## src/rtl/fifo_rr_scheduler.sv

```systemverilog
// Purpose: round-robin scheduler that moves words from 4 input FIFOs to 4 output FIFOs in bursts of up to BURST words.
// Latency: an eligible input seen in IDLE at cycle N is popped at N+1, and its word is pushed at N+2.
// Backpressure: an empty source or an almost-full destination stops pops in the same cycle; the in-flight push still completes.
//
// Ports:
//   clk, reset          single clock, synchronous active-high reset
//   enable              scheduling permitted
//   empty_in[3:0]       input FIFO empty flags
//   head_dest[7:0]      destination of each input head word, bits [2i+1:2i] = input i
//   afull_in[3:0]       output FIFO almost-full flags
//   pop_out[3:0]        input FIFO pop strobe (combinational, at most one bit high)
//   push_out[3:0]       output FIFO push strobe (registered, one-hot or zero)
//   sel_out, dest_out   datapath source select / destination of the pushed word
//   busy_out            high in GRANT or while a push is pending
module fifo_rr_scheduler #(
    parameter int BURST = 4
) (
    input  logic       clk,
    input  logic       reset,
    input  logic       enable,
    input  logic [3:0] empty_in,
    input  logic [7:0] head_dest,
    input  logic [3:0] afull_in,
    output logic [3:0] pop_out,
    output logic [3:0] push_out,
    output logic [1:0] sel_out,
    output logic [1:0] dest_out,
    output logic       busy_out
);

    typedef enum logic {
        IDLE  = 1'b0,
        GRANT = 1'b1
    } state_t;

    // Source and destination captured at the pop, replayed on the push one cycle later.
    typedef struct packed {
        logic [1:0] sel;
        logic [1:0] dest;
    } push_meta_t;

    state_t     state;
    logic [1:0] owner;
    logic [1:0] ptr;
    logic [3:0] bcnt;
    logic [3:0] push_q;
    push_meta_t meta_q;

    logic [3:0] elig;
    logic [1:0] owner_dest;
    logic       owner_ok;
    logic       do_pop;
    logic       last_pop;
    logic       burst_end;
    logic [2:0] idle_pick;
    logic [2:0] end_pick;

    // Returns {found, index} for the first set bit of el scanning base, base+1, ... modulo 4.
    // Scanning from the far end and overwriting leaves the nearest hit.
    function automatic logic [2:0] rr_pick(input logic [3:0] el, input logic [1:0] base);
        logic [2:0] r;
        logic [1:0] c;
        r = 3'b000;
        for (int k = 3; k >= 0; k--) begin
            c = base + 2'(k);
            if (el[c]) begin
                r = {1'b1, c};
            end
        end
        return r;
    endfunction

    always_comb begin
        elig = 4'b0000;
        for (int i = 0; i < 4; i++) begin
            elig[i] = !empty_in[i] && !afull_in[head_dest[2*i +: 2]];
        end
    end

    assign owner_dest = head_dest[{owner, 1'b0} +: 2];
    assign owner_ok   = enable && elig[owner];
    assign do_pop     = !reset && (state == GRANT) && owner_ok;
    assign last_pop   = do_pop && ((bcnt + 4'd1) == 4'(BURST));
    assign burst_end  = (state == GRANT) && (!owner_ok || last_pop);
    assign idle_pick  = rr_pick(elig, ptr);
    // Re-arbitration after a burst starts one past the old owner, so it is considered last.
    assign end_pick   = rr_pick(elig, owner + 2'd1);

    // Outputs are forced low while reset is asserted, so a push registered just
    // before reset never reaches the output FIFOs.
    assign pop_out  = do_pop ? (4'b0001 << owner) : 4'b0000;
    assign push_out = reset ? 4'b0000 : push_q;
    assign sel_out  = reset ? 2'b00 : meta_q.sel;
    assign dest_out = reset ? 2'b00 : meta_q.dest;
    assign busy_out = !reset && ((state == GRANT) || (push_q != 4'b0000));

    always_ff @(posedge clk) begin
        if (reset) begin
            state  <= IDLE;
            owner  <= 2'd0;
            ptr    <= 2'd0;
            bcnt   <= 4'd0;
            push_q <= 4'b0000;
            meta_q <= '0;
        end else begin
            push_q <= do_pop ? (4'b0001 << owner_dest) : 4'b0000;
            if (do_pop) begin
                meta_q <= '{sel: owner, dest: owner_dest};
            end

            case (state)
                IDLE: begin
                    if (enable && idle_pick[2]) begin
                        state <= GRANT;
                        owner <= idle_pick[1:0];
                        bcnt  <= 4'd0;
                    end
                end
                GRANT: begin
                    if (!enable) begin
                        state <= IDLE;
                        ptr   <= owner + 2'd1;
                        bcnt  <= 4'd0;
                    end else if (burst_end) begin
                        ptr  <= owner + 2'd1;
                        bcnt <= 4'd0;
                        if (end_pick[2]) begin
                            owner <= end_pick[1:0];
                        end else begin
                            state <= IDLE;
                        end
                    end else if (do_pop) begin
                        bcnt <= bcnt + 4'd1;
                    end
                end
                default: state <= IDLE;
            endcase
        end
    end

endmodule
```

## config.mk

```make
export PLATFORM = sky130hd
export DESIGN_NAME = fifo_rr_scheduler
export DESIGN_NICKNAME = d
export VERILOG_FILES = /design/src/rtl/fifo_rr_scheduler.sv
export SDC_FILE = /design/constraint.sdc
export NUM_CORES = 1
export LEC_CHECK = 0
export ABC_AREA = 1
export CAP_MARGIN = 20
export CORE_AREA = 2 2 49 74
export DETAILED_ROUTE_END_ITERATION = 7
export DIE_AREA = 0 0 51 76
export GPL_ROUTABILITY_DRIVEN = 0
export GPL_TIMING_DRIVEN = 1
export PLACE_DENSITY = 0.78
export SETUP_SLACK_MARGIN = 0.3
export SLEW_MARGIN = 20
export SYNTH_ARGS = -nofsm -noshare
export SYNTH_HDL_FRONTEND = slang
export SYNTH_SLANG_ARGS = --single-unit
```

## constraint.sdc

```tcl
create_clock -name clk -period 2.8 [get_ports clk]
set_input_delay 0.28 -clock clk [delete_from_list [all_inputs] [get_ports clk]]
set_output_delay 0.28 -clock clk [all_outputs]
set_load 0.02 [all_outputs]
```

==> impl_metrics.tcl <==
set metrics [dict create \
    status "completed" \
    peakVddDrop_uv 426 \
    top_usage_layer "met2" \
    dpl.cell_count 354 \
    synthSimpleGateAreaFrac_pct 50.2 \
    slowest_stage "dfxtp_1" \
    hpwl_um 3160 \
    cts_inserted_buffers 3 \
    tightest_slew_ns 0.408 \
    clk_pin_slew_ns 0.06 \
    cts_root_buf "clkbuf_8" \
    worst_setup_path_start_kind "flop" \
    setup_tns_ns 0 \
    start_util_pct 49.3 \
    rsz0062_at_grt "no" \
    drt-initial-drc-count 45 \
    htreeDepth 1 \
    avgSynthCellArea_um2 5.76 \
    crit_top_cell "nand2_1" \
    clock_sinks 17 \
    layout_commonest_cell "nand2_1" \
    hp-class "flop to flop" \
    synth_cells 281 \
    place_area_mm2 0.00200 \
    critPathKind "flop to flop" \
    final_area_mm2 0.00203 \
    finalHoldViolations 0 \
    core_mm2 0.00329 \
    antenna_found_initial 0 \
    via_per_inst 5.07 \
    drt_first_pass_iters 4 \
    slowest_delay_ns 0.53 \
    ys_ff_latch 17 \
    vias 1821 \
    diodes 0 \
    die_h_um 76 \
    slew_headroom_pct 72.8 \
    p_leak_nw 0.999 \
    drv_slew 0 \
    drt_wl_total_um 3980 \
    synth_cell_types 29 \
    clock.fmax_ghz 0.430 \
    clock_latency_ns 0.25 \
    power.density_mw_per_mm2 393 \
    met3_usage_pct 2.94 \
    worstSetupEndpointType "flop" \
    antenna_left 0 \
    finalSetupViolations 0 \
    fin_crit_ns 2.32 \
    most-common-layout-cells "nand2_1 (85), inv_1 (38), nand3_1 (37)" \
    port_buffers 31 \
    yosysTopAreaCellShare_pct 21.0 \
    synthAdderAreaFrac_pct 3.86 \
    required_ns 2.95 \
    clock_skew_ns 0.00435 \
    drc 0 \
    cts_tree "yes" \
    final_cells 359 \
    yosysTopAreaCell "dfxtp_1" \
    synth_compound_area_share_pct 11.5 \
    grt_max_degree 15 \
    finalPower_mw 0.799 \
    fin_crit_sh_pct 83.0 \
    synthesis.nets 305 \
    ys_warn_count 0 \
    wl_per_cell_um 11.1 \
    die_x_um 51 \
    ios 32 \
    synthMuxAreaShare_pct 0 \
    overflow 0 \
    worstPathArrival_ns 2.48 \
    grt_pass1_wl_um 6570 \
    mappedNetlistArea_mm2 0.00162 \
    synth-seq-area-share_pct 21.0 \
    cp_cell_sequence "inv_2, ha_1, inv_1, nor2_1, nor2_1, inv_2, nand3_1, nand2_1, o21ai_1, nand2_1, nand3_1, nand2_1, nand2_1, nor2_1" \
    synth_area_leaders "dfxtp_1 (21%), nand2_1 (20%), nand3_1 (11%)" \
    die_area_mm2 0.00388 \
    grt_usage_pct 21.0 \
    gr-usage-met2_pct 38.7 \
    finalNetCount 342 \
    crit_path_max_fanout 14 \
    grt_pass1_vias 1575 \
    grt.met1_usage_pct 24.6 \
    synth_xor_area_share_pct 1.08 \
    synth_top_family_by_area "simple AND/OR/NAND/NOR gates" \
    drive_above_1_share_pct 12.6 \
    max_cap_violations 0 \
    synthToLayoutAreaGrowth_pct 25.6 \
    clock_path_buffers 2 \
    num-fill-cells 329 \
    num_rows 26 \
]
==> through the flow <==
stage	hold WS [ns]	util [%]	setup WS (ns)
global route	0.501	61.9	0.308
CTS	0.479	62.0	0.368
global placement	0.459	60.8	0.167
finish	0.480	61.9	0.476
detailed placement	0.469	60.8	0.105
floorplan	0.448	-	0.748
==> cells by family after synthesis <==
kind of cell,after synthesis
AO/OA/AOI/OAI,31
XOR/XNOR,2
adder cells (fa/ha/maj),5
buffers and inverters,51
flip-flops,17
AND/OR/NAND/NOR,175
==> synth_stat cells <==
library cell  instances
buf_2                 3
clkinv_1              1
nand4_1               3
o211ai_1              1
o21ai_1               4
o21ai_0               8
or2_2                 1
nand3_1              37
o31ai_2               1
xnor2_1               2
clkbuf_1              2
ha_1                  5
nand3b_1              1
nand2_4               2
nor3_1                2
buf_4                 1
nand2_1              85
a21oi_1              14
o31ai_4               1
dfxtp_1              17
nor2_1               30
nand3_4               1
inv_1                38
o22ai_1               1
a32oi_1               1
nor2_4                2
nand2_2               5
inv_2                 6
nand3_2               6
==> report_power, final <==
part	internal, mW	switching (mW)
registers	0.256	0.0176
clock network	0.101	0.0786
logic	0.130	0.217
total	0.486	0.313
==> registers in the layout, indices dropped and copies added (netlist names) <==
| register | cells |
|---|---|
| bcnt | 4 |
| meta_q | 4 |
| push_q | 4 |
| owner | 2 |
| ptr | 2 |
| state | 1 |
==> routing by layer <==
metal | vias to the layer above | share of wire [%]
met5 | - | 0
met4 | 0 | 1.4
met3 | 7 | 3.4
met2 | 41 | 53
met1 | 808 | 42
li1 | 965 | -
==> layout make-up <==
cell class                 count  area [µm²]  area share [%]
sequential                    17         340            16.7
tap                           42        52.6            2.58
inverter                      45         173            8.49
timing repair buffer          38         343            16.9
multi-input combinational    213        1080            53.1
clock buffer                   4        45.0            2.22
==> timing repair <==
action	CTS	global route
setup buffers	0	1
resized for setup	4	9
hold buffers	0	0
endpoints found under the setup margin	4	6
==> critical path, delay by kind of cell (launching register included) <==
| family | cells | cell delay [ns] |
|---|---|---|
| and+or+nand+nor | 9 | 0.75 |
| DFF | 1 | 0.53 |
| buffers and inverters | 3 | 0.41 |
| adders and majority gates | 1 | 0.39 |
| AOI/OAI and AO/OA | 1 | 0.14 |
==> path summary, 6_finish.rpt <==
kind / depth (start not counted) / start / end / slack (ns)
setup reg to reg: 14 / owner[0] / owner[0] / 0.48
hold reg to reg: 2 / meta_q[3] / meta_q[3] / 0.48
hold / removal: 2 / meta_q[3] / meta_q[3] / 0.48
setup / recovery: 14 / owner[0] / owner[0] / 0.48
Note: power is estimated with default switching activity, not from simulation.
